--- src/rtl/itrx_apbm_arb.sv ---
// Round-robin arbiter/sequencer sharing one APB master (itrx_apbm_fsm) between NUM_REQ requesters.
// Latches the winner's request, drives trans_start/assert_preset, returns ack/err/rdata, aborts hung slaves.
module itrx_apbm_arb #(
  parameter int unsigned             NUM_REQ     = 2,
  parameter int unsigned             ADDR_BITS_N = 5,
  parameter int unsigned             DATA_BITS_M = 8,
  parameter logic [ADDR_BITS_N-1:0]  RST_ADDR    = '1,
  parameter int unsigned             TIMEOUT     = 15
) (
  input  logic                             sclk,
  input  logic                             rst_n,
  input  logic                             pclk_re_e,
  input  logic [NUM_REQ-1:0]               req,
  input  logic [NUM_REQ-1:0]               req_write,
  input  logic [NUM_REQ*ADDR_BITS_N-1:0]   req_addr,
  input  logic [NUM_REQ*DATA_BITS_M-1:0]   req_wdata,
  output logic [NUM_REQ-1:0]               gnt,
  output logic [NUM_REQ-1:0]               ack,
  output logic                             err,
  output logic [DATA_BITS_M-1:0]           rdata,
  output logic                             trans_start,
  output logic                             assert_preset,
  input  logic                             trans_done,
  input  logic                             pready,
  input  logic [DATA_BITS_M-1:0]           prdata,
  output logic [ADDR_BITS_N-1:0]           paddr,
  output logic [DATA_BITS_M-1:0]           pwdata,
  output logic                             pwrite
);

  localparam int unsigned IDX_W = (NUM_REQ > 1) ? $clog2(NUM_REQ) : 1;
  localparam int unsigned CNT_W = 8;

  typedef enum logic [1:0] {
    ST_IDLE  = 2'd0,
    ST_ISSUE = 2'd1,
    ST_WAIT  = 2'd2,
    ST_ABORT = 2'd3
  } state_t;

  state_t                 r_state, w_nxt_state;
  logic [IDX_W-1:0]       r_last, w_nxt_last;
  logic [IDX_W-1:0]       r_owner, w_nxt_owner;
  logic [NUM_REQ-1:0]     r_gnt, w_nxt_gnt;
  logic [NUM_REQ-1:0]     r_ack, w_nxt_ack;
  logic                   r_err, w_nxt_err;
  logic [DATA_BITS_M-1:0] r_rdata, w_nxt_rdata;
  logic [ADDR_BITS_N-1:0] r_paddr, w_nxt_paddr;
  logic [DATA_BITS_M-1:0] r_pwdata, w_nxt_pwdata;
  logic                   r_pwrite, w_nxt_pwrite;
  logic                   r_tstart, w_nxt_tstart;
  logic                   r_preset, w_nxt_preset;
  logic [CNT_W-1:0]       r_cnt, w_nxt_cnt;

  logic                   w_any;
  logic [IDX_W-1:0]       w_win;
  logic [NUM_REQ-1:0]     w_win_gnt;
  logic [ADDR_BITS_N-1:0] w_win_addr;
  logic [DATA_BITS_M-1:0] w_win_wdata;
  logic                   w_win_write;

  // First requester at or after last_gnt+1 (mod NUM_REQ); lowest offset wins.
  function automatic logic [IDX_W-1:0] rr_pick(input logic [NUM_REQ-1:0] rq,
                                               input logic [IDX_W-1:0]   last);
    logic [IDX_W-1:0] pick;
    logic [IDX_W-1:0] cand;
    int unsigned      idx;
    pick = '0;
    for (int k = NUM_REQ; k >= 1; k--) begin
      idx  = (32'(last) + 32'(k)) % NUM_REQ;
      cand = IDX_W'(idx);
      if (rq[cand]) pick = cand;
    end
    return pick;
  endfunction

  assign w_any     = |req;
  assign w_win     = rr_pick(req, r_last);
  assign w_win_gnt = NUM_REQ'(1) << w_win;

  // Mux out the winning requester's payload.
  always_comb begin
    w_win_addr  = '0;
    w_win_wdata = '0;
    w_win_write = 1'b0;
    for (int i = 0; i < NUM_REQ; i++) begin
      if (IDX_W'(i) == w_win) begin
        w_win_addr  = req_addr[i*ADDR_BITS_N +: ADDR_BITS_N];
        w_win_wdata = req_wdata[i*DATA_BITS_M +: DATA_BITS_M];
        w_win_write = req_write[i];
      end
    end
  end

  // Next-state logic; everything except ack holds between pclk_re_e strobes.
  always_comb begin
    w_nxt_state  = r_state;
    w_nxt_last   = r_last;
    w_nxt_owner  = r_owner;
    w_nxt_gnt    = r_gnt;
    w_nxt_ack    = '0;
    w_nxt_err    = r_err;
    w_nxt_rdata  = r_rdata;
    w_nxt_paddr  = r_paddr;
    w_nxt_pwdata = r_pwdata;
    w_nxt_pwrite = r_pwrite;
    w_nxt_tstart = r_tstart;
    w_nxt_preset = r_preset;
    w_nxt_cnt    = r_cnt;
    if (pclk_re_e) begin
      case (r_state)
        ST_IDLE: begin
          if (w_any) begin
            w_nxt_owner  = w_win;
            w_nxt_gnt    = w_win_gnt;
            w_nxt_paddr  = w_win_addr;
            w_nxt_pwdata = w_win_wdata;
            w_nxt_pwrite = w_win_write;
            w_nxt_tstart = 1'b1;
            w_nxt_preset = (w_win_addr == RST_ADDR);
            w_nxt_cnt    = '0;
            w_nxt_state  = ST_ISSUE;
          end
        end
        ST_ISSUE: begin
          w_nxt_tstart = 1'b0;
          w_nxt_state  = ST_WAIT;
        end
        ST_WAIT: begin
          if (trans_done && (pready || r_preset)) begin
            if (!r_pwrite) w_nxt_rdata = prdata;
            w_nxt_ack    = r_gnt;
            w_nxt_err    = 1'b0;
            w_nxt_last   = r_owner;
            w_nxt_preset = 1'b0;
            w_nxt_gnt    = '0;
            w_nxt_state  = ST_IDLE;
          end else if (r_cnt == CNT_W'(TIMEOUT)) begin
            // Preset forces the APB FSM out of ACCESS on a hung slave.
            w_nxt_preset = 1'b1;
            w_nxt_state  = ST_ABORT;
          end else if (r_cnt != '1) begin
            w_nxt_cnt = r_cnt + CNT_W'(1);
          end
        end
        ST_ABORT: begin
          w_nxt_ack    = r_gnt;
          w_nxt_err    = 1'b1;
          w_nxt_last   = r_owner;
          w_nxt_preset = 1'b0;
          w_nxt_gnt    = '0;
          w_nxt_state  = ST_IDLE;
        end
        default: begin
          w_nxt_gnt    = '0;
          w_nxt_tstart = 1'b0;
          w_nxt_preset = 1'b0;
          w_nxt_state  = ST_IDLE;
        end
      endcase
    end
  end

  always_ff @(posedge sclk or negedge rst_n) begin
    if (!rst_n) begin
      r_state  <= ST_IDLE;
      r_last   <= IDX_W'(NUM_REQ - 1);
      r_owner  <= '0;
      r_gnt    <= '0;
      r_ack    <= '0;
      r_err    <= 1'b0;
      r_rdata  <= '0;
      r_paddr  <= '0;
      r_pwdata <= '0;
      r_pwrite <= 1'b0;
      r_tstart <= 1'b0;
      r_preset <= 1'b0;
      r_cnt    <= '0;
    end else begin
      r_state  <= w_nxt_state;
      r_last   <= w_nxt_last;
      r_owner  <= w_nxt_owner;
      r_gnt    <= w_nxt_gnt;
      r_ack    <= w_nxt_ack;
      r_err    <= w_nxt_err;
      r_rdata  <= w_nxt_rdata;
      r_paddr  <= w_nxt_paddr;
      r_pwdata <= w_nxt_pwdata;
      r_pwrite <= w_nxt_pwrite;
      r_tstart <= w_nxt_tstart;
      r_preset <= w_nxt_preset;
      r_cnt    <= w_nxt_cnt;
    end
  end

  assign gnt           = r_gnt;
  assign ack           = r_ack;
  assign err           = r_err;
  assign rdata         = r_rdata;
  assign trans_start   = r_tstart;
  assign assert_preset = r_preset;
  assign paddr         = r_paddr;
  assign pwdata        = r_pwdata;
  assign pwrite        = r_pwrite;

endmodule

--- config.mk ---
export PLATFORM = sky130hd
export DESIGN_NAME = itrx_apbm_arb
export DESIGN_NICKNAME = d
export VERILOG_FILES = /design/src/rtl/itrx_apbm_arb.sv
export SDC_FILE = /design/constraint.sdc
export NUM_CORES = 1
export LEC_CHECK = 0
export ABC_CLOCK_PERIOD_IN_PS = 2200
export CAP_MARGIN = 20
export CORE_MARGIN = 5
export CORE_UTILIZATION = 40
export CTS_CLUSTER_DIAMETER = 120
export DETAILED_ROUTE_END_ITERATION = 6
export PLACE_DENSITY = 0.74
export SYNTH_ARGS = -nofsm -noshare
export SYNTH_HDL_FRONTEND = slang
export SYNTH_SLANG_ARGS = --single-unit
--- constraint.sdc ---
create_clock -name sclk -period 2.2 [get_ports sclk]
set_input_delay 0.33 -clock sclk [delete_from_list [all_inputs] [get_ports sclk]]
set_output_delay 0.33 -clock sclk [all_outputs]
set_load 0.01 [all_outputs]
# Yosys cells after proc, flatten, opt, wreduce, memory -nomap -nowiden
# Index checks and enable logic that the tools add are counted.
[op_classes]
n_addsub = 3
div = 0
order_cmp = 2
n_reduce_logical = 16
bitwise_logic = 1
mul = 0
mux = 34
n_eq_ne = 12
shift = 1
[ops]
columns = ["op", "n"]
rows = [
  ["8-bit two-way mux", 5],
  ["8-bit one-hot mux with 2 select lines", 1],
  ["2-bit two-way mux", 7],
  ["1-bit two-way mux", 13],
  ["3-bit AND reduction", 4],
  ["4-bit AND reduction", 3],
  ["2-bit inequality test, second input constant", 5],
  ["8-bit by 1-bit adder with 8-bit output, second input constant", 1],
  ["8-bit by 4-bit equality test with 1-bit output, second input constant", 1],
  ["8-bit inequality test, second input constant", 1],
  ["2-bit one-hot mux with 4 select lines", 1],
  ["1-bit one-hot mux with 2 select lines", 3],
  ["2-bit one-hot mux with 3 select lines", 1],
  ["6-bit AND reduction", 1],
  ["2-bit nonzero test", 3],
  ["5-bit equality test, second input constant", 1],
  ["5-bit two-way mux", 1],
  ["2-bit equality test, second input constant", 2],
  ["1-bit by 2-bit < comparator with 1-bit output, second input constant", 2],
  ["2-bit one-hot mux with 2 select lines", 1],
  ["3-bit inequality test, second input constant", 1],
  ["1-bit one-hot mux with 3 select lines", 1],
  ["3-bit nonzero test", 1],
  ["1-bit adder, second input constant", 2],
  ["7 further kinds", 7],
]
[word_totals]
latch_bits = 0
elab_cells = 82
mem_bits_ro = 0
in_bits = 43
ff_bits = 41
n_memories = 0
output_inout_bits = 29
mem_bits_rw = 0

# Depth between registers and ports, before layout
[depth]
word_depth = 9
depth_mapped = 6
mapped_depth_nobuf = 6

# Least setup slack after synthesis
# OpenSTA, ideal clock, no wires.
[synth_timing]
path_kind = "register to register"
from = "register r_preset (netlist: assert_preset)"
to = "register r_cnt[5]"
arrival_time_ns = 1.716
setup_slack_ns = 0.364
required_ns = 2.080
n_path_buf = 1
period_less_slack_ns = 1.836
path_stages_with_launch = 7
setup_time_ns = 0.120
path_cell_list = "dfrtp_1 o211ai_1 or3b_1 buf_6 nor4_4 a21oi_1 a31o_1"
[synth_between]
elab_chain_cells = 4
[synth_lines]
columns = ["item", "line_no", "source"]
rows = [
  ["start, declared", "52", "logic r_preset, w_nxt_preset;"],
  ["start signal, assigned", "191", "r_preset <= w_nxt_preset;"],
  ["1-bit logical OR", "130", "if (trans_done && (pready || r_preset)) begin"],
  ["1-bit logical AND", "130", ""],
  ["2-bit inequality test (no line)", "--", ""],
  ["6-bit AND reduction (no line)", "--", ""],
  ["end signal, assigned", "192", "r_cnt <= w_nxt_cnt;"],
  ["end, declared", "53", "logic [CNT_W-1:0] r_cnt, w_nxt_cnt;"],
]
# Every way passes these cells.
# A chain may end at the register's enable or synchronous reset.

# Worst setup path after layout
[layout_timing]
from = "register r_cnt[4]"
to = "register r_cnt[5]"
[layout_between]
elab_chain_cells = 5
word_cells_on_any_way = 10
classes_between = "add/sub (1); eq/ne (4); mux (4); reduce/logical (1)"
[layout_lines]
columns = ["item", "line_no", "source"]
rows = [
  ["8-bit by 1-bit adder with 8-bit output", "143", "w_nxt_cnt = r_cnt + CNT_W'(1);"],
  ["8-bit two-way mux", "142", "end else if (r_cnt != '1) begin"],
  ["8-bit two-way mux", "138", "end else if (r_cnt == CNT_W'(TIMEOUT)) begin"],
  ["8-bit two-way mux", "130", ""],
  ["8-bit one-hot mux with 2 select lines", "111", "case (r_state)"],
]
# Parallel ways exist; a longest one is shown, timed or not. The select of a mux whose other input is x is not followed.

==> qor.csv <==
metric;value;unit
max_freq;0.5083;GHz
grt_pass1_wl;8079;um
clock_sinks;41;
grt_max_degree;42;
dr_total_vias;1731;
period_needed;1.967;ns
io_buffers;71;
cts-resized-gates;0;
synth.area.top_cells;dfrtp_1 52%, nand2_1 7.0%, mux2_2 5.3%;
synth-seq-area-share;53.38;%
area_delta_synth_final;49.15;%
cp_cell_sequence;or4_4 > a211oi_4 > nor4_4 > buf_4 > a31o_1;
synth_commonest_cells;40 x dfrtp_1, 36 x nand2_1, 22 x nor2_1, 12 x a31oi_1, 9 x mux2_2;
cts_tree;done;
clock_latency;0.29;ns
synth-edff-count;0;
ant_nets;0;
place_ws;-0.05113;ns
post-route-period-util;89.42;%
dp_hpwl;3658;um
ys.flop_type;dfrtp_1;
yosysTopAreaCell;dfrtp_1;
drive_gt1_share;13.77;%
worst_setup_path_start_kind;flop;
arrival;2.16;ns
drc_errors;0;
row_count;25;
synth_warnings;0;
end_kind;flop;
syn_nets;237;
num_io_pins;72;
cp_data_required_time;2.39;ns
post_drt_wl_per_cell;14.70;um
grt-ovfl-total;0;
grt_pass1_vias;1750;
hold_path_class;in -> async;
max_slew_margin;64.61;%
power;3363;uW
worstSetupPathType;reg -> reg;
cts-htree-levels;2;
synth-async-reset-ratio;100.0;%
grt_usage;16.28;%
multi_input_area;849.6;um^2
p_per_area;1172;nW/um^2
die_h;79.36;um
synth_top_area_share;52.02;%
synth.most_common_cell;dfrtp_1;
place.gp.congestion;0.7799;
clockBufferDepth;2;
avgSynthCellArea;9.971;um^2
reg2reg_from;r_cnt[4]$_DFFE_PN0P_;
timing.final.ws_setup;0.2328;ns
wl;4852;um
dr.pass1.iters;4;
post_cts_buffers;0;
setup_viol_count_final;0;
antenna_found_initial;0;
reg2regPathDepth;5;
cp_max_fo;7;
core_area;4692;um^2
syn_area;1924;um^2
final_max_slew_viol_count;0;
dr.first_iter.drc_count;132;
r2r_slack;0.23;ns
outcome;completed;
cts.clk_slew.worst_paths;0.08;ns
hold_viol_final;0;
worstMarginPinSlew;0.5309;ns
r2r-end;r_cnt[5]$_DFFE_PN0P_;
rsz0062_at_grt;false;
synthCells;193;
synth_cell_type_count;39;
leakage;0.001222;uW
initial_core_util;41.01;%
drv_cap;0;
cts_buffers;5;
ir_worst_vdd;0.0006580;V
synth-seq-cells;41;
diodes;0;
max_stage_delay;0.57;ns
clock-root-buffer;clkbuf_8;
die_area;6298;um^2
routed_via_density;5.245;
slowest_stage;or4_4;
hold_buffers;0;
finClkSkew;0.002409;ns
fp.dieW;79.36;um
fillerInstances;415;
nNetsFinal;319;
seqCellArea;1027;um^2
final cells by class:
class	count	area share (%)
sequential	41	35.79
multi-input combinational	140	29.60
timing repair buffer	84	27.99
clock buffer	6	2.528
tap	54	2.354
clock inverter	2	1.351
inverter	3	0.3923
cells in the final DEF, fill, tap and decap left out, types with 2 or more instances in the layout:
master,n
a32o_1,2
nor3_1,5
nand3_1,6
or3_1,2
clkdlybuf4s50_1,70
buf_4,13
dfrtp_1,40
a22oi_1,2
and3_1,3
o21ai_0,6
a31o_1,2
nor2_1,22
and2_1,2
nand2_1,36
a31oi_1,12
clkbuf_8,5
o211ai_1,2
xnor2_1,3
mux2_2,9
nand4_1,2
a21oi_1,5
a21o_1,2
inv_1,3
cells by family after synthesis:
kind of cell	synth area share, %
simple gates	21.26
buf+inv	2.731
fa+ha+maj	0.6501
mux	6.047
xor+xnor	1.366
compound gates	14.56
flops	53.38
power breakdown:
part           internal [uW]  total (uW)  switching, uW
logic                    830        1460            630
clock network            341         611            271
registers               1080        1290            216
total                   2250        3360           1120
layer usage:
metal	GRT usage [%]	vias to the layer above	wire length [um]
met5	0	-	0
met4	5.842	0	80
met3	4.649	9	280
met2	27.53	49	2420
met1	19.75	824	2070
li1	-	849	-
worst max-delay path: cells and delay by family (launching register included):
kind | cells | cell delay [ns]
and+or+nand+nor | 2 | 0.66
AOI/OAI and AO/OA | 2 | 0.58
DFF | 1 | 0.47
buffers and inverters | 1 | 0.15
registers in the layout, summed over array words and instances, names as in the netlist:
signal / cells
ack: 2
assert_preset: 1
err: 1
gnt: 2
paddr: 5
pwdata: 8
pwrite: 1
r_cnt: 8
r_last: 1
r_owner: 1
r_state: 2
rdata: 8
trans_start: 1
metrics by stage:
step | instances | area (um^2) | hold slack (ns) | util [%] | TNS (ns)
after floorplan | 193 | 1924 | 0.03441 | - | 0
after global placement | 322 | 2759 | 0.4277 | 58.80 | -0.02331
after detailed placement | 322 | 2759 | 0.4340 | 58.80 | -0.09174
after CTS | 330 | 2870 | 0.1107 | 61.17 | 0
after global routing | 330 | 2870 | 0.1436 | 61.17 | 0
final | 330 | 2870 | 0.08549 | 61.17 | 0
how the worst max path moves through the flow:
stage | from | to | slack (ns) | depth (start not counted)
CTS | r_cnt[4]$_DFFE_PN0P_ | r_cnt[5]$_DFFE_PN0P_ | 0.25 | 5
floorplan | assert_preset$_DFFE_PN0P_ | r_cnt[5]$_DFFE_PN0P_ | 0.36 | 6
detailed placement | pready | r_cnt[5]$_DFFE_PN0P_ | -0.05 | 6
global placement | pready | r_cnt[5]$_DFFE_PN0P_ | -0.01 | 6
finish | r_cnt[4]$_DFFE_PN0P_ | r_cnt[5]$_DFFE_PN0P_ | 0.23 | 5
global route | pready | r_cnt[7]$_DFFE_PN0P_ | 0.14 | 6
(Power assumes the default switching activity.)
